## src/rtl/hazard_pkg.sv

```systemverilog
// hazard_pkg: shared constants for the ID-stage scoreboard hazard unit.
//   LAT_*      : producer latency codes presented on id_lat by the decoder.
//   NUM_REGS   : number of tracked GPR slots for the default index width.
//   READY_*    : countdown value at or below which a consumer may proceed.
package hazard_pkg;

  // Extra cycles before a producer's result can be forwarded into EXE.
  localparam int unsigned LAT_ALU  = 0;
  localparam int unsigned LAT_LOAD = 1;
  localparam int unsigned LAT_SC   = 1;

  // Default register index width of the MIPS register file.
  localparam int unsigned DEF_REG_W = 5;
  localparam int unsigned NUM_REGS  = 2 ** DEF_REG_W;

  // An EXE consumer can take the value off the forwarding path one cycle
  // earlier than a branch that compares operands inside ID.
  localparam int unsigned READY_EXE = 1;
  localparam int unsigned READY_ID  = 0;

endpackage

```

## src/rtl/hazard_reg_counter.sv

```systemverilog
// hazard_reg_counter: one saturating-at-zero countdown slot.
// Ports:
//   clk, rst_n : clock, synchronous active-low reset
//   clr        : clear to zero (flush), beats load and dec
//   load       : load load_val, beats dec
//   load_val   : value to load
//   dec        : decrement by one when nonzero
//   cnt        : current count
module hazard_reg_counter
  import hazard_pkg::*;
#(
  parameter int unsigned W = 3
) (
  input  logic         clk,
  input  logic         rst_n,
  input  logic         clr,
  input  logic         load,
  input  logic [W-1:0] load_val,
  input  logic         dec,
  output logic [W-1:0] cnt
);

  logic [W-1:0] cnt_r;

  // Countdown register: reset > clear > load > decrement > hold.
  always_ff @(posedge clk) begin
    if (!rst_n) begin
      cnt_r <= {W{1'b0}};
    end else if (clr) begin
      cnt_r <= {W{1'b0}};
    end else if (load) begin
      cnt_r <= load_val;
    end else if (dec && (cnt_r != {W{1'b0}})) begin
      cnt_r <= cnt_r - W'(1);
    end else begin
      cnt_r <= cnt_r;
    end
  end

  assign cnt = cnt_r;

endmodule

```

## src/rtl/hazard_scoreboard.sv

```systemverilog
// hazard_scoreboard: per-register countdown scoreboard for the ID stage.
// Each GPR has a counter loaded with (latency+1) when a writer issues; a
// reader stalls until the counter reaches its readiness threshold (<=1 for an
// EXE consumer fed by forwarding, ==0 for a branch resolved in ID). A separate
// counter tracks divider occupancy for HI/LO users.
// Ports:
//   clk, rst_n            : clock, synchronous active-low reset
//   id_valid              : ID holds a real instruction
//   id_rs/id_rt(+_used)   : source indices and whether they are read
//   id_is_branch          : operands needed in ID
//   id_wreg/id_dst/id_lat : destination write, index, extra latency
//   id_is_div/id_uses_hilo: divider start / HI-LO access
//   mem_stall             : pipeline frozen by memory
//   flush                 : kill all in-flight instructions
//   stall                 : hold PC and IF/ID, bubble into EXE
//   issue                 : instruction leaves ID this cycle
//   div_busy              : divider occupied
//   stall_cycles          : saturating count of hazard-stall cycles
module hazard_scoreboard
  import hazard_pkg::*;
#(
  parameter int unsigned REG_W      = 5,
  parameter int unsigned MAX_LAT    = 3,
  parameter int unsigned LAT_W      = 3,
  parameter int unsigned DIV_CYCLES = 32,
  parameter int unsigned PERF_W     = 32
) (
  input  logic              clk,
  input  logic              rst_n,
  input  logic              id_valid,
  input  logic [REG_W-1:0]  id_rs,
  input  logic [REG_W-1:0]  id_rt,
  input  logic              id_rs_used,
  input  logic              id_rt_used,
  input  logic              id_is_branch,
  input  logic              id_wreg,
  input  logic [REG_W-1:0]  id_dst,
  input  logic [LAT_W-1:0]  id_lat,
  input  logic              id_is_div,
  input  logic              id_uses_hilo,
  input  logic              mem_stall,
  input  logic              flush,
  output logic              stall,
  output logic              issue,
  output logic              div_busy,
  output logic [PERF_W-1:0] stall_cycles
);

  localparam int unsigned REGS  = 2 ** REG_W;
  localparam int unsigned DIV_W = $clog2(DIV_CYCLES + 1);

  logic [LAT_W-1:0]  cnt_s [REGS];
  logic [DIV_W-1:0]  div_cnt_s;
  logic [LAT_W-1:0]  load_val_s;
  logic [LAT_W-1:0]  rs_cnt_s;
  logic [LAT_W-1:0]  rt_cnt_s;
  logic              issue_go_s;
  logic              rs_haz_s;
  logic              rt_haz_s;
  logic              hilo_haz_s;
  logic              stall_s;
  logic              issue_s;
  logic [PERF_W-1:0] perf_r;

  // A source is hazardous while its producer's countdown is above the
  // threshold for where the operand is consumed.
  function automatic logic src_hazard(input logic used, input logic nonzero,
                                      input logic [LAT_W-1:0] cnt,
                                      input logic is_branch);
    logic haz;
    haz = 1'b0;
    if (used && nonzero) begin
      if (is_branch) begin
        haz = (cnt > LAT_W'(READY_ID));
      end else begin
        haz = (cnt > LAT_W'(READY_EXE));
      end
    end else begin
      haz = 1'b0;
    end
    return haz;
  endfunction

  // A flush kills an instruction issuing in the same cycle, so it never
  // reaches the scoreboard.
  assign issue_go_s = issue_s && !flush;
  assign load_val_s = id_lat + LAT_W'(1);

  // Register 0 is hard-wired to zero and never produces a hazard.
  assign cnt_s[0] = {LAT_W{1'b0}};

  for (genvar r = 1; r < REGS; r++) begin : g_gpr
    hazard_reg_counter #(.W(LAT_W)) u_cnt (
      .clk      (clk),
      .rst_n    (rst_n),
      .clr      (flush),
      .load     (issue_go_s && id_wreg && (id_dst == REG_W'(r))),
      .load_val (load_val_s),
      .dec      (!mem_stall),
      .cnt      (cnt_s[r])
    );
  end

  // The divider keeps running while memory freezes the pipeline.
  hazard_reg_counter #(.W(DIV_W)) u_div_cnt (
    .clk      (clk),
    .rst_n    (rst_n),
    .clr      (flush),
    .load     (issue_go_s && id_is_div),
    .load_val (DIV_W'(DIV_CYCLES)),
    .dec      (1'b1),
    .cnt      (div_cnt_s)
  );

  assign rs_cnt_s = cnt_s[id_rs];
  assign rt_cnt_s = cnt_s[id_rt];

  // Hazard detection and stall/issue decode from current scoreboard state.
  always_comb begin
    rs_haz_s   = src_hazard(id_rs_used, (id_rs != {REG_W{1'b0}}), rs_cnt_s, id_is_branch);
    rt_haz_s   = src_hazard(id_rt_used, (id_rt != {REG_W{1'b0}}), rt_cnt_s, id_is_branch);
    hilo_haz_s = (id_uses_hilo || id_is_div) && (div_cnt_s != {DIV_W{1'b0}});
    stall_s    = rst_n && id_valid && (rs_haz_s || rt_haz_s || hilo_haz_s);
    issue_s    = rst_n && id_valid && !stall_s && !mem_stall;
  end

  // Stall performance counter: counts hazard stalls only, saturates, and
  // survives a flush.
  always_ff @(posedge clk) begin
    if (!rst_n) begin
      perf_r <= {PERF_W{1'b0}};
    end else if (stall_s && !mem_stall && (perf_r != {PERF_W{1'b1}})) begin
      perf_r <= perf_r + PERF_W'(1);
    end else begin
      perf_r <= perf_r;
    end
  end

  assign stall        = stall_s;
  assign issue        = issue_s;
  assign div_busy     = (div_cnt_s != {DIV_W{1'b0}});
  assign stall_cycles = perf_r;

endmodule

```

## config.mk

```make
export PLATFORM = sky130hd
export DESIGN_NAME = hazard_scoreboard
export DESIGN_NICKNAME = d
export VERILOG_FILES = /design/src/rtl/hazard_pkg.sv /design/src/rtl/hazard_reg_counter.sv /design/src/rtl/hazard_scoreboard.sv
export SDC_FILE = /design/constraint.sdc
export NUM_CORES = 1
export LEC_CHECK = 0
export ABC_AREA = 1
export CORE_ASPECT_RATIO = 0.75
export CORE_MARGIN = 4
export CORE_UTILIZATION = 66
export CTS_CLUSTER_SIZE = 12
export DETAILED_ROUTE_END_ITERATION = 10
export PLACE_DENSITY_LB_ADDON = 0.15
export SYNTH_ARGS = -nofsm -noshare
export SYNTH_HDL_FRONTEND = slang
export SYNTH_SLANG_ARGS = --single-unit
export TNS_END_PERCENT = 30
```

## constraint.sdc

```tcl
create_clock -name clk -period 5.7 [get_ports clk]
set_input_delay 0.57 -clock clk [delete_from_list [all_inputs] [get_ports clk]]
set_output_delay 0.57 -clock clk [all_outputs]
set_load 0.05 [all_outputs]
```

==> results list, run 1 <==
- The flow ran to the end, and the final reports show no timing, DRC or antenna violations.
* Clock Tree Root: sky130_fd_sc_hd__clkbuf_16
- STA puts the critical path data required time at 5.13 ns.
* GRT Resource Usage Total: 36.1%
- Synthesis instantiated 43 different standard cells from the library.
* Number of warning messages in the yosys log: 0
* Post-synth EDFFs: 0
* CTS buffer count: 17
* Finished Cell Area: 11900 um^2
- Antenna violations before repair: 0
* Grt met1 use: 48.3%
- Derived from the worst setup path, the maximum achievable clock frequency is 0.223 GHz.
- The largest single stage delay on the critical path is 1.05 ns.
* P per Cell Area: 223 nW/um^2
- Hold EP: u_div_cnt.cnt[3]$_SDFFE_PP0P_
* Routing usage on met3: 9.06%
- Arrival time at the worst endpoint: 3.91 ns
* Slew Limit Fails: 0
- Clock-pin slew was measured on the worst setup and hold paths at 0.06 ns.
* Total standard cell area after synthesis: 10700 um^2
* Summed negative setup slack over all endpoints: 0 ns
- Final Cycle Share: 78.6%
* Setup clock skew after layout: 0.0118 ns
* Number of instances on the worst hold path: 2
* Syn Inst Count: 1747
- After synthesis, the most frequently instantiated cells are sky130_fd_sc_hd__nor2_1, sky130_fd_sc_hd__nand2_1, sky130_fd_sc_hd__inv_1.
- Setup crit end kind: output port
- After layout, the worst setup slack is 1.22 ns.
- The die is 155 um wide.
* Leakage power summed over all cells: 0.00523 uW
* Worst-path cell chain: clkdlybuf4s50_1, inv_2, nor2_1, nand2_1, nand3_1, nor2_1, nor2_1, nor2_1, nor2_1, nand2_1, nand3_2, nand3_4, nor2_8, clkdlybuf4s50_1
* Number of buffer and inverter instances along the worst setup path: 3
- In this run the tightest slew margin relative to its limit is 38.0%.
* Clk sinks: 131
* Net count after synthesis: 1841
- At the end of the flow the core is filled with cells to 76.5%.
- The most numerous cell type found on the critical path is sky130_fd_sc_hd__nor2_1.
* Detail Placement HPWL: 23800 um
* Post-cts hold buffer count: 0
* Clock Tree Buf Depth: 2
- Vias in the first global route: 10.6k
- The number of cells on the worst reg-to-reg path is 12.
- Summing all placed instances gives a cell area of 11300 um^2.
* Hold/Removal Path Class: reg2reg
- The critical path is of the in2out type.
- Drc violations: 0
* Die footprint: 18300 um^2
* CTS tree: yes
- Number of setup violations in the final report: 0
* Worst R2R End: g_gpr[24].u_cnt.cnt[0]$_SDFFE_PP0P_
- Crit-path max FO: 19
* Wire length of the first global-routing pass: 53900 um
- met2 is the most crowded layer.
* Area inside the core boundary: 15600 um^2
- STA classifies the critical path startpoint as a primary input.
- Worst slack at placement: 1.17 ns
- In this run the core area contains 39 standard-cell rows.
- Global routing finished with a remaining overflow of 0.
- Asr flop ratio synth: 0%
- After detailed routing, the total wire length is 33500 um.
- Post-cts gate resize count: 0
* Synth Area per Inst: 6.11 um^2
- Relative area change from synthesis to final layout: 11.5%
- 0 antenna diodes ended up in the layout.
- Insertion delay to the later sink of the worst-skew pair: 0.43 ns
* DRC marker count from the first detailed-route iteration: 1351
- Synth area leader: sky130_fd_sc_hd__dfxtp_1
- Post-DR vias/cell: 5.81
* First-pass iteration count of the detailed router: 7
- 64 I/O pins were placed.
- Cell with the most instances after synthesis: sky130_fd_sc_hd__nor2_1
* Worst Max-Slew Pin Slew: 0.921 ns
* Setup repair after global routing missed its margin: false
* Final-stage net count: 1870
- CTS H-tree depth: 4
* Synth top area cells: sky130_fd_sc_hd__dfxtp_1, sky130_fd_sc_hd__nor2_1, sky130_fd_sc_hd__nand2_1, sky130_fd_sc_hd__inv_1, sky130_fd_sc_hd__ha_1
- Counting flops and latches in the post-synthesis netlist gives 131.
- In this design, the largest share of critical-path delay is due to buffers and inverters.
- Fraction of the yosys area taken by sequential cells: 24.6%
- Proportion of layout cells with a drive suffix above 1: 6.20%
- Dividing the detail-routed wire length by the instance count gives 16.8 um.
- Max-cap viol count: 0
- The final number of hold-violating endpoints came to 0.
- The worst register-to-register path has a setup slack of 2.32 ns.
- Entering global routing, the biggest net connects 44 pins.
- Leaving out filler cells and counting taps, the final layout contains 1994.
- Number of placed instances, taps included: 1962
- Final estimated routing congestion in global placement: 1.06
- Across the VDD grid, the largest voltage drop is 391 uV.
- Effective utilization at floorplan: 68.6%
* Count of input and output buffers: 63
* Synth top area share: 24.6%
- Main synth FF type: sky130_fd_sc_hd__dfxtp_1
- The startpoint identified for the worst hold timing path is u_div_cnt.cnt[3]$_SDFFE_PP0P_.
- Among all stages on the critical path, the largest delay is contributed by sky130_fd_sc_hd__clkdlybuf4s50_1.
* Reg-to-Reg Start: u_div_cnt.cnt[0]$_SDFFE_PP0P_
- In this run the post-CTS setup repair buffer count came out at 0.
- The worst path needs 4.48 ns of the cycle, external delays included.
* Met2 routing resource usage after global routing: 55.3%
- Detailed-route via count: 11.6k
- Once detail routing completed, the nets flagged for antenna violations numbered 0.
- Measured along the y axis, the die boundary spans 118 um.
## how the worst max path moves through the flow
stage	cells after the start	start	slack [ns]	end
CTS	14	id_rt[1]	1.28	issue
detailed placement	17	id_rt[1]	1.17	g_gpr[24].u_cnt.cnt[0]$_SDFFE_PP0P_
global placement	19	id_rt[1]	1.31	g_gpr[24].u_cnt.cnt[2]$_SDFFE_PP0P_
global route	14	id_rt[1]	1.05	issue
finish	14	id_rt[1]	1.22	issue
floorplan	9	u_div_cnt.cnt[0]$_SDFFE_PP0P_	3.06	stall
## per-stage QoR
| step | power, uW | hold slack (ns) |
|---|---|---|
| 2_1_floorplan | 1350 | 0.452 |
| 3_3_place_gp | 1480 | 0.462 |
| 3_5_place_dp | 1490 | 0.472 |
| 4_1_cts | 2640 | 0.483 |
| 5_1_grt | 2730 | 0.514 |
| 6_report | 2650 | 0.479 |
## metal layers
layer | wire length (um) | part of all wire [%] | vias up
li1 | - | - | 5632
met1 | 13900 | 42 | 5191
met2 | 14400 | 43 | 649
met3 | 3970 | 12 | 119
met4 | 1230 | 3.7 | 0
met5 | 0 | 0 | -
## tightest hold or removal path: stages (launching register included)
cell and delay [ns]:
sky130_fd_sc_hd__dfxtp_1 0.31, sky130_fd_sc_hd__nand2_1 0.06, sky130_fd_sc_hd__a21oi_1 0.05
## registers in the layout, indices dropped and copies added (netlist names)
signal and cells:
stall_cycles 32, g_gpr.u_cnt.cnt 93, u_div_cnt.cnt 6
## power by group
group          leakage, uW  internal [uW]  switching [uW]  total [uW]
Combinational      0.00388            146             385         531
Clock             0.000295            705             466        1170
Sequential         0.00106            935            13.0         948
## cell type report
class | instances | area (um^2)
clock buffer | 18 | 439
clock inverter | 14 | 178
fill | 1278 | 3660
inverter | 233 | 877
multi-input combinational | 1315 | 6790
sequential | 131 | 2620
tap | 205 | 256
timing repair buffer | 78 | 741
## cells by family (layout without fill, tap and decap cells)
logic type               count (synthesis)  count (layout)  synth area share [%]
adder cells (fa/ha/maj)                 65              65                  7.61
XOR/XNOR                                17              17                  1.39
AO/OA/AOI/OAI                          137             137                  6.70
flip-flops                             131             131                  24.6
buffers and inverters                  301             343                  12.0
AND/OR/NAND/NOR                       1096            1096                  47.8
## cell usage in the layout (no fill, tap or decap), types with 4 or more instances in the layout
| cell type | synthesis | final |
|---|---|---|
| sky130_fd_sc_hd__nor3_1 | 24 | 24 |
| sky130_fd_sc_hd__dfxtp_1 | 131 | 131 |
| sky130_fd_sc_hd__o21ai_1 | 61 | 61 |
| sky130_fd_sc_hd__inv_2 | 8 | 10 |
| sky130_fd_sc_hd__a21oi_1 | 37 | 37 |
| sky130_fd_sc_hd__nor2_1 | 442 | 441 |
| sky130_fd_sc_hd__clkbuf_16 | 0 | 17 |
| sky130_fd_sc_hd__o21ai_0 | 27 | 27 |
| sky130_fd_sc_hd__nand4_1 | 49 | 49 |
| sky130_fd_sc_hd__o211ai_1 | 5 | 5 |
| sky130_fd_sc_hd__xnor2_1 | 4 | 4 |
| sky130_fd_sc_hd__nand4_4 | 29 | 29 |
| sky130_fd_sc_hd__a31oi_1 | 4 | 4 |
| sky130_fd_sc_hd__xor2_1 | 13 | 12 |
| sky130_fd_sc_hd__nand2_1 | 378 | 378 |
| sky130_fd_sc_hd__buf_4 | 7 | 16 |
| sky130_fd_sc_hd__inv_1 | 221 | 220 |
| sky130_fd_sc_hd__nor4_1 | 9 | 9 |
| sky130_fd_sc_hd__ha_1 | 65 | 65 |
| sky130_fd_sc_hd__nor2_2 | 6 | 7 |
| sky130_fd_sc_hd__nand3_1 | 142 | 142 |
| sky130_fd_sc_hd__clkdlybuf4s50_1 | 0 | 62 |
Note: power is estimated with default switching activity, not from simulation.
==> inputs of run 2 (changes only) <==
--- a/config.mk
+++ b/config.mk
@@ -8,7 +8,7 @@
 export ABC_AREA = 1
 export CORE_ASPECT_RATIO = 0.75
 export CORE_MARGIN = 4
-export CORE_UTILIZATION = 66
+export CORE_UTILIZATION = 61
 export CTS_CLUSTER_SIZE = 12
 export DETAILED_ROUTE_END_ITERATION = 10
 export PLACE_DENSITY_LB_ADDON = 0.15
==> constraint.sdc (replaced) <==
create_clock -name clk -period 4.58 [get_ports clk]
set_input_delay 0.458 -clock clk [delete_from_list [all_inputs] [get_ports clk]]
set_output_delay 0.458 -clock clk [all_outputs]
set_load 0.05 [all_outputs]
==> results list, run 2 (synthesis results as in run 1) <==
* Detail Placement HPWL: 23300 um (-2.2%)
- Sequential cell fraction of total power: 37.2% (+1.4 points)
- By startpoint and endpoint, the worst setup path is classified as in2out.
- Worst-path cell chain: clkdlybuf4s50_1, clkinv_1, nand2_1, nor2_1, nor2_1, nor2_1, nor2_1, nand2_1, nand3_2, nand3_4, nor2_8, buf_12, buf_12
- Final Cycle Share: 83.2%
- Routed length per instance: 16.0 um (-4.7%)
- Maximum clock frequency: 0.262 GHz
- Crit-path max FO: 16 (-3)
- The switching part of the total came to 33.4% (+0.85 points).
- Die footprint: 19700 um^2 (+7.7%)
* P per Cell Area: 265 nW/um^2 (+19%)
* Clk sinks: 131 (unchanged)
- Setup repair after global routing missed its margin: false
- Slew Limit Fails: 0 (unchanged)
* Leakage power summed over all cells: 0.00526 uW (+0.43%)
* Most frequent CP cell: sky130_fd_sc_hd__nor2_1
* Vertical die dimension: 123 um (+3.7%)
- Final estimated routing congestion in global placement: 1.03 (-3.5%)
* Largest register FFs: 93 (unchanged)
- Area inside the core boundary: 17000 um^2 (+9.1%)
* Horizontal die dimension: 161 um (+3.8%)
* Arrival time at the worst endpoint: 3.35 ns (-0.56 ns)
- Diodes inserted: 0 (unchanged)
* Combinational cell fraction of total power: 21.2% (+1.2 points)
* Effective utilization at floorplan: 62.9% (-5.7 points)
* Post-CTS setup buffer count: 0 (unchanged)
- Clock period minus worst slack: 3.81 ns
- On the critical path, the stage with the largest delay is an instance of sky130_fd_sc_hd__clkdlybuf4s50_1.
- Internal: 2110 uW (+18%)
- Clock Tree Root: sky130_fd_sc_hd__clkbuf_16
- Clock network fraction of total power: 41.6% (-2.6 points)
- CTS H-tree depth: 4 (unchanged)
* Clock Tree Buf Depth: 2 (unchanged)
- STA classifies the critical path startpoint as a primary input.
- The CTS clock-pin slew for the worst setup and hold paths is 0.06 ns (about the same).
- DRC marker count from the first detailed-route iteration: 1491 (+10%)
* Number of placed instances, taps included: 2002 (+2.0%)
- Worst slack at placement: 0.827 ns (-0.346 ns)
* Vias in the first global route: 9971 (-6.2%)
* Wire length of the first global-routing pass: 51400 um (-4.6%)
* Min setup slack post-route: 0.769 ns (-0.451 ns)
* Required time reported for the critical path endpoint: 4.12 ns (-1.01 ns)
- Worst Max-Slew Pin Slew: 0.871 ns (-0.0499 ns)
- The worst slack on hold paths was 0.476 ns (-0.00328 ns).
- Insertion delay to the later sink of the worst-skew pair: 0.43 ns (about the same)
- Switching component of the power: 1060 uW (+23%)
- CTS buffer count: 17 (unchanged)
* Summed negative setup slack over all endpoints: 0 ns (unchanged)
- Post-DR vias/cell: 5.66 (-2.7%)
* Non-filler cells, final: 2033 (+2.0%)
- DRT Wirelength: 32600 um (-2.8%)
- The library cells used most frequently in the layout, excluding fill and tap cells, are sky130_fd_sc_hd__nor2_1, sky130_fd_sc_hd__nand2_1, sky130_fd_sc_hd__inv_1.
* Max-slew headroom at the worst pin: 41.3% (+3.4 points)
* Result of the run: complete, no violations
* Count of input and output buffers: 63 (unchanged)
- The max-capacitance violation count is 0 (unchanged).
* Number of setup violations in the final report: 0 (unchanged)
- Number of routed nets with antenna violations: 0 (unchanged)
- Remaining Overflow, GRT: 0 (unchanged)
- Post-cts hold buffer count: 0 (unchanged)
* Setup crit end kind: output port
- The DRC violation count after routing came to 0 (unchanged).
* Cell family with most CP delay: buffers and inverters
- The number of antenna violations at the first check in global routing was 0 (unchanged).
- Proportion of layout cells with a drive suffix above 1: 6.73% (+0.53 points)
- The all-layer global routing usage is 32.6% (-3.4 points).
* Final-stage net count: 1879 (+0.48%)
- # rows: 41 (+5.1%)
- The buffers plus inverters on the worst setup path is 4 (+1).
- The path class of the tightest hold or removal check is reg2reg.
- The area growth from synthesis to layout is 12.1%.
* Top-level port count: 64 (unchanged)
* Total power: 3170 uW (+20%)
- The post-CTS resize count is 0 (unchanged).
- Largest net degree at the start of global routing: 48 (+9.1%)
* Worst ir drop on vdd: 281 uV (-28%)
- Setup clock skew after layout: 0.00805 ns (-0.00371 ns)
* Number of endpoints with negative hold slack in the final report: 0 (unchanged)
- The length of the first detailed-routing pass in iterations is 6 (-1).
- TritonCTS built the clock tree.
- Detailed-route via count: 11.5k (-0.76%)
- The highest cell delay on the worst timing path came to 0.80 ns (-0.25 ns).
- Most common cell after layout, fill and taps aside: sky130_fd_sc_hd__nor2_1
## run 2: cell types whose count changed in the layout (fill, tap and decap cells not counted), sizes merged
| cell | change |
|---|---|
| clkdlybuf4s50 | -2 |
| bufinv | -2 |
| buf | +11 |
| clkinvlp | +1 |
| inv | -1 |
| clkinv | +1 |
## run 2: worst register-to-register path: cells and delay by family, from the launching register on
family	cells	cell delay [ns]
flops	1	0.31
simple gates	9	1.55
compound gates	1	0.38
fa+ha+maj	1	0.19
buf+inv	2	0.41
## run 2: worst paths after layout
kind | startpoint | to | slack [ns] | cells after the start
max | id_rt[2] | issue | 0.77 | 13
min | u_div_cnt.cnt[0]$_SDFFE_PP0P_ | u_div_cnt.cnt[0]$_SDFFE_PP0P_ | 0.48 | 2
max reg2reg | u_div_cnt.cnt[0]$_SDFFE_PP0P_ | g_gpr[31].u_cnt.cnt[2]$_SDFFE_PP0P_ | 1.69 | 13
min reg2reg | u_div_cnt.cnt[0]$_SDFFE_PP0P_ | u_div_cnt.cnt[0]$_SDFFE_PP0P_ | 0.48 | 2
## run 2: metal layers
metal,wire (um),GRT usage [%],up-vias,share of wire (%)
li1,-,-,5644,-
met1,14400,46.4,5138,44
met2,13400,46.9,656,41
met3,4170,10.7,65,13
met4,655,10.2,0,2.0
met5,0,0,-,0
## run 2: final cells by class
cell class                 instances  area, um^2
multi-input combinational       1315        6800
inverter                         233         877
tap                              236         295
timing repair buffer              87         828
clock inverter                    13         111
fill                            1517        5010
clock buffer                      18         439
sequential                       131        2620
## run 2: stage by stage
stage | instance area, um^2 | util (%)
after global routing | 12000 | 70.5
final | 12000 | 70.5
after CTS | 12000 | 70.5
after floorplan | 10700 | -
after detailed placement | 11400 | 67.3
after global placement | 11400 | 67.3
## run 2: power groups by stage
stage | Sequential (uW) | Combinational, uW | Clock [uW]
6_report | 1180 | 673 | 1320
5_1_grt | 1180 | 722 | 1370
4_1_cts | 1180 | 660 | 1320
3_5_place_dp | 1210 | 658 | 0
3_3_place_gp | 1200 | 652 | 0
2_1_floorplan | 1210 | 474 | 0
==> inputs of run 3 (changes only) <==
==> constraint.sdc (replaced) <==
create_clock -name clk -period 3.53 [get_ports clk]
set_input_delay 0.353 -clock clk [delete_from_list [all_inputs] [get_ports clk]]
set_output_delay 0.353 -clock clk [all_outputs]
set_load 0.05 [all_outputs]
==> results list, run 3 (synthesis results as in run 1) <==
- Max-cap viol count: 0 (unchanged)
* Final estimated routing congestion in global placement: 1.02 (-0.96%)
* DRC marker count from the first detailed-route iteration: 1473 (-1.2%)
* Result of the run: complete, no violations
* Detail Placement HPWL: 23400 um (+0.63%)
- The DRC violation count after routing is 0 (unchanged).
* P per Cell Area: 373 nW/um^2 (+41%)
- In this run the clock root is driven by a sky130_fd_sc_hd__clkbuf_16.
- The number of nets still failing antenna checks after routing was 0 (unchanged).
* Clock Tree Buf Depth: 2 (unchanged)
- The largest net degree at the start of global routing came to 45 (-6.3%).
- Insertion delay to the later sink of the worst-skew pair: 0.43 ns (about the same)
* Worst setup path startpoint: id_rt[1]
- Count of input and output buffers: 63 (unchanged)
* Largest register FFs: 93 (unchanged)
- The post-route clock skew is 0.0124 ns (+0.00432 ns).
- Final-stage net count: 1887 (+0.43%)
* Sequential cell fraction of total power: 33.5% (-3.7 points)
- DRT Wirelength: 33400 um (+2.4%)
* Diodes inserted: 0 (unchanged)
- CTS tree: yes
- The highest fanout seen on the critical path was 15 (-1).
- Type of element launching the critical path: primary input
* Switching component of the power: 1380 uW (+30%)
* GRT Resource Usage Total: 33.9% (+1.3 points)
- Effective utilization at floorplan: 62.9% (unchanged)
* CTS H-tree depth: 4 (unchanged)
- The count of final setup violators came to 0 (unchanged).
* Clock network fraction of total power: 46.2% (+4.6 points)
- Post-DR vias/cell: 5.72 (+1.2%)
* Clk sinks: 131 (unchanged)
* Summed negative setup slack over all endpoints: 0 ns (unchanged)
- The relative slew slack is 48.2% (+6.8 points).
- Reg-to-Reg Start: g_gpr[6].u_cnt.cnt[2]$_SDFFE_PP0P_
* Routed length per instance: 16.4 um (+2.1%)
- Maximum clock frequency: 0.303 GHz
* Clock period minus worst slack: 3.31 ns
* Setup crit end kind: output port
- The standard-cell row count is 41 (unchanged).
- The post-placement setup slack came to 0.204 ns (-0.623 ns).
- Startpoint of the worst hold path: u_div_cnt.cnt[0]$_SDFFE_PP0P_
- Final Cycle Share: 93.6%
* Clk slew on worst S/H paths: 0.06 ns (about the same)
* Filler cells: 1471 (-3.0%)
- The via count of the first global-routing pass is 10.6k (+6.6%).
- The total congestion overflow was 0 (unchanged).
- Wire length of the first global-routing pass: 53500 um (+4.0%)
- The combinational cell fraction of total power is 20.3% (-0.9 points).
* CTS buffer count: 17 (unchanged)
- The area enclosed by the die boundary is 19700 um^2 (unchanged).
- Min setup slack post-route: 0.224 ns (-0.545 ns)
- The internal cell power is 3190 uW (+51%).
- Post-cts hold buffer count: 0 (unchanged)
* Antenna violations before repair: 0 (unchanged)
- Net Sw Frac: 30.2% (-3.3 points)
* Area inside the core boundary: 17000 um^2 (unchanged)
- Total power: 4570 uW (+44%)
* Most common cell after layout, fill and taps aside: sky130_fd_sc_hd__nor2_1
- Proportion of layout cells with a drive suffix above 1: 7.10% (+0.36 points)
- The number of max-slew violations in the final report came to 0 (unchanged).
* Arrival time at the worst endpoint: 2.95 ns (-0.40 ns)
* Relative area change from synthesis to final layout: 14.7%
* Worst ir drop on vdd: 418 uV (+49%)
* Setup repair after global routing missed its margin: false
* Leakage power summed over all cells: 0.00540 uW (+2.7%)
* Horizontal die dimension: 161 um (unchanged)
- The length of the first detailed-routing pass in iterations is 6 (unchanged).
* Detailed-route via count: 11.7k (+1.5%)
* Required time reported for the critical path endpoint: 3.18 ns (-0.94 ns)
* Hold/Removal Path Class: reg2reg
- Top-level port count: 64 (unchanged)
- The final number of hold-violating endpoints was 0 (unchanged).
- The worst-margin pin slew is 0.777 ns (-0.0941 ns).
- In the layout the commonest cells are sky130_fd_sc_hd__nor2_1, sky130_fd_sc_hd__nand2_1, sky130_fd_sc_hd__inv_1.
- Worst Setup Path Type: in2out
* Vertical die dimension: 123 um (unchanged)
[run 3: cell count changes in the layout (fill, tap and decap cells not counted), sizes merged]
| cell | change |
|---|---|
| buf | +8 |
| bufinv | +6 |
| clkinvlp | -4 |
| clkinv | -2 |
| clkbuf | -1 |
| clkdlybuf4s50 | -1 |
| dlymetal6s2s | +1 |
[run 3: power groups by stage]
stage	registers (uW)	clock network (uW)	logic [uW]
finish	1530	2110	929
global route	1530	2190	1000
CTS	1530	2120	913
detailed placement	1560	0	909
global placement	1560	0	896
floorplan	1570	0	615
[run 3: metal layers]
metal	vias up	global-route usage [%]	wire [um]
met4	0	12.3	974
met3	107	9.53	4200
met5	-	0	0
met2	641	52.4	14200
met1	5277	45.5	14000
li1	5651	-	-
[run 3: worst paths after layout]
check                                              to  slack, ns  cells past startpoint
setup / recovery                                issue       0.22                     17
hold / removal          u_div_cnt.cnt[0]$_SDFFE_PP0P_       0.48                      2
setup reg to reg  g_gpr[22].u_cnt.cnt[1]$_SDFFE_PP0P_       0.92                     19
hold reg to reg         u_div_cnt.cnt[0]$_SDFFE_PP0P_       0.48                      2
[run 3: stage by stage]
| stage | hold slack (ns) | cells | util [%] | instance area, um^2 |
|---|---|---|---|---|
| finish | 0.481 | 2040 | 72.1 | 12300 |
| global route | 0.516 | 2040 | 72.1 | 12300 |
| CTS | 0.481 | 2040 | 72.1 | 12200 |
| detailed placement | 0.470 | 2010 | 68.1 | 11600 |
| global placement | 0.466 | 2010 | 68.1 | 11600 |
| floorplan | 0.452 | 1747 | - | 10700 |
[run 3: area by class of cell]
cell class	count	area [um^2]	share of cell area [%]
clock buffers	17	425	3.47
clock inverters	13	255	2.08
inverters	233	877	7.16
multi-input cells	1315	6800	55.5
flip-flops and latches	131	2620	21.4
well taps	236	295	2.41
repair buffers	95	978	7.99
[run 3: worst max-delay path, stage by stage]
cell,delay (ns)
sky130_fd_sc_hd__clkdlybuf4s50_1,0.56
sky130_fd_sc_hd__buf_4,0.27
sky130_fd_sc_hd__nor2_2,0.22
sky130_fd_sc_hd__nand2_1,0.08
sky130_fd_sc_hd__nand2_1,0.07
sky130_fd_sc_hd__nor2_1,0.04
sky130_fd_sc_hd__nand2_1,0.07
sky130_fd_sc_hd__nand2_1,0.08
sky130_fd_sc_hd__nand2_1,0.06
sky130_fd_sc_hd__nand2_1,0.05
sky130_fd_sc_hd__nor2_1,0.08
sky130_fd_sc_hd__nand2_1,0.07
sky130_fd_sc_hd__nand3_2,0.12
sky130_fd_sc_hd__nand3_4,0.12
sky130_fd_sc_hd__nor2_8,0.27
sky130_fd_sc_hd__buf_12,0.25
sky130_fd_sc_hd__buf_12,0.17
[run 3: what timing repair did]
action	in CTS	in global routing
resized for setup	0	1
endpoints found under the setup margin	0	1
setup buffers	0	0
